### src/rtl/pwm_pkg.sv
// Shared constants and state encoding for the PWM frame packer.
package pwm_pkg;

    localparam logic [1:0] CFG_ADDR_ON     = 2'd0;
    localparam logic [1:0] CFG_ADDR_OFF    = 2'd1;
    localparam logic [1:0] CFG_ADDR_COMMIT = 2'd2;
    localparam logic [1:0] CFG_ADDR_FLUSH  = 2'd3;

    localparam int PWM_FRAME_BYTES = 8;

    typedef enum logic [1:0] {
        IDLE = 2'd0,
        PUSH = 2'd1,
        DONE = 2'd2
    } pwm_state_e;

endpackage

### src/rtl/pwm_byte_fifo.sv
// Byte FIFO with synchronous clear, registered pop data and registered empty/level.
module pwm_byte_fifo #(
    parameter int DEPTH = 16,
    parameter int WIDTH = 8,
    parameter int AW    = 4
) (
    input  logic             clk,
    input  logic             rst_n,
    input  logic             clr,
    input  logic             wr_en,
    input  logic [WIDTH-1:0] wr_data,
    input  logic             rd_en,
    output logic [WIDTH-1:0] rd_data,
    output logic             empty,
    output logic             full,
    output logic [AW:0]      level
);

    localparam logic [AW:0] FULL_LEVEL = DEPTH[AW:0];
    localparam logic [AW:0] PTR_ONE    = {{AW{1'b0}}, 1'b1};

    logic [WIDTH-1:0] mem_r [DEPTH];
    logic [AW:0]      wr_ptr_r;
    logic [AW:0]      rd_ptr_r;
    logic [AW:0]      level_r;
    logic [AW:0]      level_next_s;
    logic [WIDTH-1:0] rd_data_r;
    logic             empty_r;
    logic             do_wr_s;
    logic             do_rd_s;

    // Accept/pop qualification; full is taken from the pre-pop level, so no bypass.
    always_comb begin
        do_wr_s      = 1'b0;
        do_rd_s      = 1'b0;
        level_next_s = level_r;
        if (!clr) begin
            do_wr_s = wr_en && (level_r != FULL_LEVEL);
            do_rd_s = rd_en && !empty_r;
        end else begin
            do_wr_s = 1'b0;
            do_rd_s = 1'b0;
        end
        case ({do_wr_s, do_rd_s})
            2'b10:   level_next_s = level_r + PTR_ONE;
            2'b01:   level_next_s = level_r - PTR_ONE;
            default: level_next_s = level_r;
        endcase
    end

    // Storage array, written only on accepted pushes.
    always_ff @(posedge clk) begin
        if (do_wr_s) begin
            mem_r[wr_ptr_r[AW-1:0]] <= wr_data;
        end
    end

    // Pointer, level, flag and read-data registers.
    always_ff @(posedge clk) begin
        if (!rst_n) begin
            wr_ptr_r  <= '0;
            rd_ptr_r  <= '0;
            level_r   <= '0;
            empty_r   <= 1'b1;
            rd_data_r <= '0;
        end else if (clr) begin
            wr_ptr_r  <= '0;
            rd_ptr_r  <= '0;
            level_r   <= '0;
            empty_r   <= 1'b1;
            rd_data_r <= '0;
        end else begin
            if (do_wr_s) begin
                wr_ptr_r <= wr_ptr_r + PTR_ONE;
            end
            if (do_rd_s) begin
                rd_ptr_r  <= rd_ptr_r + PTR_ONE;
                rd_data_r <= mem_r[rd_ptr_r[AW-1:0]];
            end
            level_r <= level_next_s;
            empty_r <= (level_next_s == '0);
        end
    end

    assign rd_data = rd_data_r;
    assign empty   = empty_r;
    assign full    = (level_r == FULL_LEVEL);
    assign level   = level_r;

endmodule

### src/rtl/pwm_frame_packer.sv
// Captures ON/OFF periods and serialises {OFF,ON} MSB-first into a byte FIFO.
// Optional feature macro: PWM_PACKER_ZERO_CHECK_EN rejects commits with a zero period.
module pwm_frame_packer
    import pwm_pkg::*;
#(
    parameter int PERIOD_WIDTH = 32,
    parameter int FIFO_DEPTH   = 16,
    parameter int FIFO_AW      = 4
) (
    input  logic                    clk,
    input  logic                    rst_n,
    input  logic                    cfg_wr_en,
    input  logic [1:0]              cfg_addr,
    input  logic [PERIOD_WIDTH-1:0] cfg_wdata,
    output logic                    busy,
    output logic [1:0]              err,
    output logic                    fifo_empty,
    input  logic                    fifo_read,
    output logic [7:0]              fifo_data,
    output logic [FIFO_AW:0]        fifo_level
);

    localparam int FRAME_W     = 2 * PERIOD_WIDTH;
    localparam int FRAME_BYTES = FRAME_W / 8;
    localparam int CNT_W       = (FRAME_BYTES > 1) ? $clog2(FRAME_BYTES) : 1;
    localparam logic [CNT_W-1:0] LAST_BYTE = CNT_W'(FRAME_BYTES - 1);
    localparam logic [CNT_W-1:0] CNT_ONE   = CNT_W'(1);

    pwm_state_e              state_r;
    logic [PERIOD_WIDTH-1:0] on_r;
    logic [PERIOD_WIDTH-1:0] off_r;
    logic [FRAME_W-1:0]      shift_r;
    logic [CNT_W-1:0]        byte_cnt_r;
    logic                    busy_r;
    logic [1:0]              err_r;
    logic                    commit_s;
    logic                    flush_s;
    logic                    push_s;
    logic                    fifo_full_s;

    // Decode of config strobes and the per-cycle push decision.
    always_comb begin
        commit_s = cfg_wr_en && (cfg_addr == CFG_ADDR_COMMIT);
        flush_s  = cfg_wr_en && (cfg_addr == CFG_ADDR_FLUSH);
        if ((state_r == PUSH) && !fifo_full_s && !flush_s) begin
            push_s = 1'b1;
        end else begin
            push_s = 1'b0;
        end
    end

    // Period registers, frame shifter and packer FSM.
    always_ff @(posedge clk) begin
        if (!rst_n) begin
            state_r    <= IDLE;
            on_r       <= '0;
            off_r      <= '0;
            shift_r    <= '0;
            byte_cnt_r <= '0;
            busy_r     <= 1'b0;
            err_r      <= 2'b00;
        end else begin
            if (cfg_wr_en && (cfg_addr == CFG_ADDR_ON)) begin
                on_r <= cfg_wdata;
            end
            if (cfg_wr_en && (cfg_addr == CFG_ADDR_OFF)) begin
                off_r <= cfg_wdata;
            end

            if (flush_s) begin
                state_r    <= IDLE;
                byte_cnt_r <= '0;
                busy_r     <= 1'b0;
                err_r      <= 2'b00;
            end else begin
                case (state_r)
                    IDLE: begin
                        if (commit_s) begin
`ifdef PWM_PACKER_ZERO_CHECK_EN
                            if ((on_r == '0) || (off_r == '0)) begin
                                err_r[1] <= 1'b1;
                            end else begin
                                shift_r    <= {off_r, on_r};
                                byte_cnt_r <= '0;
                                busy_r     <= 1'b1;
                                state_r    <= PUSH;
                            end
`else
                            shift_r    <= {off_r, on_r};
                            byte_cnt_r <= '0;
                            busy_r     <= 1'b1;
                            state_r    <= PUSH;
`endif
                        end
                    end
                    PUSH: begin
                        if (commit_s) begin
                            err_r[0] <= 1'b1;
                        end
                        // A full FIFO simply holds the shifter; the byte is retried next cycle.
                        if (push_s) begin
                            shift_r    <= {shift_r[FRAME_W-9:0], 8'h00};
                            byte_cnt_r <= byte_cnt_r + CNT_ONE;
                            if (byte_cnt_r == LAST_BYTE) begin
                                state_r <= DONE;
                            end
                        end
                    end
                    DONE: begin
                        if (commit_s) begin
                            err_r[0] <= 1'b1;
                        end
                        busy_r  <= 1'b0;
                        state_r <= IDLE;
                    end
                    default: begin
                        busy_r  <= 1'b0;
                        state_r <= IDLE;
                    end
                endcase
            end
        end
    end

    pwm_byte_fifo #(
        .DEPTH (FIFO_DEPTH),
        .WIDTH (8),
        .AW    (FIFO_AW)
    ) u_fifo (
        .clk     (clk),
        .rst_n   (rst_n),
        .clr     (flush_s),
        .wr_en   (push_s),
        .wr_data (shift_r[FRAME_W-1 -: 8]),
        .rd_en   (fifo_read),
        .rd_data (fifo_data),
        .empty   (fifo_empty),
        .full    (fifo_full_s),
        .level   (fifo_level)
    );

    assign busy = busy_r;
    assign err  = err_r;

endmodule

### config.mk
export PLATFORM = sky130hd
export DESIGN_NAME = pwm_frame_packer
export DESIGN_NICKNAME = d
export VERILOG_FILES = /design/src/rtl/pwm_pkg.sv /design/src/rtl/pwm_byte_fifo.sv /design/src/rtl/pwm_frame_packer.sv
export SDC_FILE = /design/constraint.sdc
export NUM_CORES = 1
export LEC_CHECK = 0
export ABC_AREA = 1
export CORE_ASPECT_RATIO = 0.9
export CORE_MARGIN = 8
export CORE_UTILIZATION = 61
export CTS_CLUSTER_SIZE = 8
export DETAILED_ROUTE_END_ITERATION = 12
export PLACE_DENSITY = 0.92
export SETUP_SLACK_MARGIN = 0.4
export SYNTH_ARGS = -nofsm -noshare
export SYNTH_HDL_FRONTEND = slang
export SYNTH_SLANG_ARGS = --single-unit
### constraint.sdc
create_clock -name clk -period 8.1 [get_ports clk]
set_input_delay 2.43 -clock clk [delete_from_list [all_inputs] [get_ports clk]]
set_output_delay 2.43 -clock clk [all_outputs]
set_load 0.01 [all_outputs]
==> run metrics <==
WP data required=roughly 8.5 ns; first-pass GRT wire length=46000 µm; peak supply drop=roughly 0.00014 V; CP Max Fanout=15; via/cell ratio=5.99; fin crit period=4.95 ns; Setup Crit Path Kind=input port to register; CTS tree=done; Final nets=between 1000 and 1500; min-delay worst type=register to register; Peak Freq=roughly 200 MHz; Syn Std Cell Area=around 0.012 mm²; Hold Path Origin=off_r[30]; cell at the root of the clock tree=clkbuf_16; fill count=approximately 1200; syn_nets=approximately 1400; cts hold-fix bufs=0; Max-slew headroom=0.202; Reg2Reg Launch Point=u_fifo.empty; clk slew on worst S/H paths=roughly 0.05 ns; HPWL Detailed=around 16000 µm; Setup-failing EPs final=0; Initial Util=0.621; P_leak=approximately 5.3 nW; share of layout cells above drive strength 1=0.0508; register area=around 0.0070 mm²; final antenna-violating net count=0; Fin Hold WS=approximately 0.45 ns; Chip Width=163 µm; commonest non-fill, non-tap cell in the layout=nor2_1; CP Launch Point=fifo_read; largest net degree at the start of global routing=between 100 and 150; Post-Syn Instances=around 1300; number of core rows=48; yosys warns=0; gr ovfl total=0; Clock Path Buffers=3; count of unique library cells instantiated by Yosys=32; Routed WL=about 29000 µm; Pins Over Slew Limit=0; CP endpoint kind=register; I/O pin total=55; die area=0.0242 mm²; Num CTS Buffers=41; Multi-input gate area=~0.0041 mm²; Synth Area per Inst=9.01 µm²; gr usage total=0.235; post-CTS setup buffer count=0; Yosys reg bits=285; Final Hold Viols=0; htree depth=2; vias in the first global route=roughly 9300; routed via count=roughly 9600; most frequent cells in the layout=nor2_1, o21ai_0, dfxtp_1, nand2_1, edfxtp_1; initial DRC count=around 1100; Syn-to-layout area delta=14.1%; period utilization=0.612; DIE HEIGHT=between 100 and 150 µm; First-pass DRT Iterations=6; IO Port Bufs=53; Critical Path AT=around 5.4 ns; Diodes inserted=0; post-layout total power=0.00401 W; # DRC=0; clk_skew=~0.028 ns; initial antenna violation count=0; Worst Max-Slew Pin Slew=between 1 and 1.5 ns; status=completed; post-CTS sizing=0; post-route setup TNS=0 ns; routability cong.=0.866; Max-Cap Viols=0; Power Density=~300 mW/mm²; CP Launch Type=input port; register area share after synthesis=0.590; clk sinks=~290; Core ar.=approximately 0.019 mm²; clock latency on the worst-skew pair=~0.53 ns; wire length per cell=18.2 µm; setup repair after global routing missed its margin=false
-- synthesized netlist by cell type (all sizes together) --
| cell | count | area, µm² |
|---|---|---|
| a21oi | 70 | 350 |
| o211ai | 32 | 240 |
| buf | 31 | 216 |
| o21bai | 57 | 428 |
| inv | 104 | 390 |
| o21a | 1 | 7.51 |
| ha | 13 | 163 |
| xnor2 | 1 | 8.76 |
| xor2 | 2 | 17.5 |
| nor3 | 2 | 15.0 |
| nand3 | 40 | 213 |
| nand2 | 145 | 544 |
| a21boi | 1 | 18.8 |
| conb | 1 | 3.75 |
| nor2 | 284 | 1070 |
| clkbuf | 51 | 191 |
| clkinv | 2 | 7.51 |
| nand4 | 4 | 31.3 |
| a211oi | 1 | 7.51 |
| o21ai | 187 | 936 |
| dfxtp | 157 | 3140 |
| edfxtp | 128 | 3840 |
| or2 | 1 | 6.26 |
-- registers in the layout (all words and copies together), names as in the netlist --
| register | count |
|---|---|
| on_r | 32 |
| byte_cnt_r | 3 |
| u_fifo.mem_r | 128 |
| u_fifo.empty | 1 |
| u_fifo.rd_data | 8 |
| busy | 1 |
| u_fifo.rd_ptr_r | 4 |
| state_r | 2 |
| u_fifo.wr_ptr_r | 4 |
| shift_r | 64 |
| off_r | 32 |
| u_fifo.level | 5 |
| err | 1 |
-- routing by layer --
metal  GRT usage  routed length [µm]  vias up
met4       0.121                1300        0
li1            -                   -     4420
met2       0.384               14200      546
met5           0                   0        -
met1       0.292               11000     4541
met3      0.0478                2680      119
-- report_power, final --
group	total (W)	internal (W)	switching [W]	leakage [nW]
registers	0.00181	0.00168	0.000136	2.46
logic	0.000652	0.000219	0.000433	2.25
clock network	0.00155	0.000962	0.000587	0.561
total	0.00401	0.00286	0.00116	5.28
-- through the flow --
stage                     instance area, µm²  worst slack [ns]  cells   util
after floorplan                        11900              3.73   1315      -
after global placement                 12400              3.03   1544  0.648
after detailed placement               12400              2.81   1544  0.648
after CTS                              13500              3.20   1608  0.708
after global routing                   13500              2.91   1608  0.708
final                                  13500              3.15   1608  0.708
-- kinds of logic (layout without fill, tap and decap cells) --
kind of cell / count (synthesis) / in the layout / synth area share
flops: 285 / 285 / 0.590
xor+xnor: 3 / 3 / 0.00222
buf+inv: 188 / 231 / 0.0680
simple gates: 476 / 476 / 0.158
compound gates: 349 / 349 / 0.168
other cells: 1 / 1 / 0.000316
fa+ha+maj: 13 / 13 / 0.0137
-- final timing paths --
path,endpoint,cells after the start,slack [ns]
worst max-delay path,u_fifo.empty,16,3.15
worst min register to register,off_r[30],2,0.45
worst min-delay path,off_r[30],2,0.45
worst max register to register,u_fifo.empty,14,5.22
-- area by class of cell --
cell class	instances	share of cell area
flip-flops and latches	285	0.517
multi-input cells	842	0.302
clock buffers	62	0.0848
repair buffers	61	0.0433
inverters	106	0.0294
well taps	250	0.0231
clock inverters	2	0.00102
-- critical path: stages --
cell and delay, ns:
clkdlybuf4s50_1 0.47, inv_1 0.05, nor2_2 0.31, nand2_1 0.16, inv_1 0.37, ha_1 0.35
nor2_1 0.08, nor2_1 0.17, ha_1 0.17, inv_1 0.05, nand2_1 0.13, nand3_1 0.11
nand2_1 0.11, nand4_1 0.09, a21oi_1 0.24, nor2_1 0.07
Power figures use the tool's default switching activity.
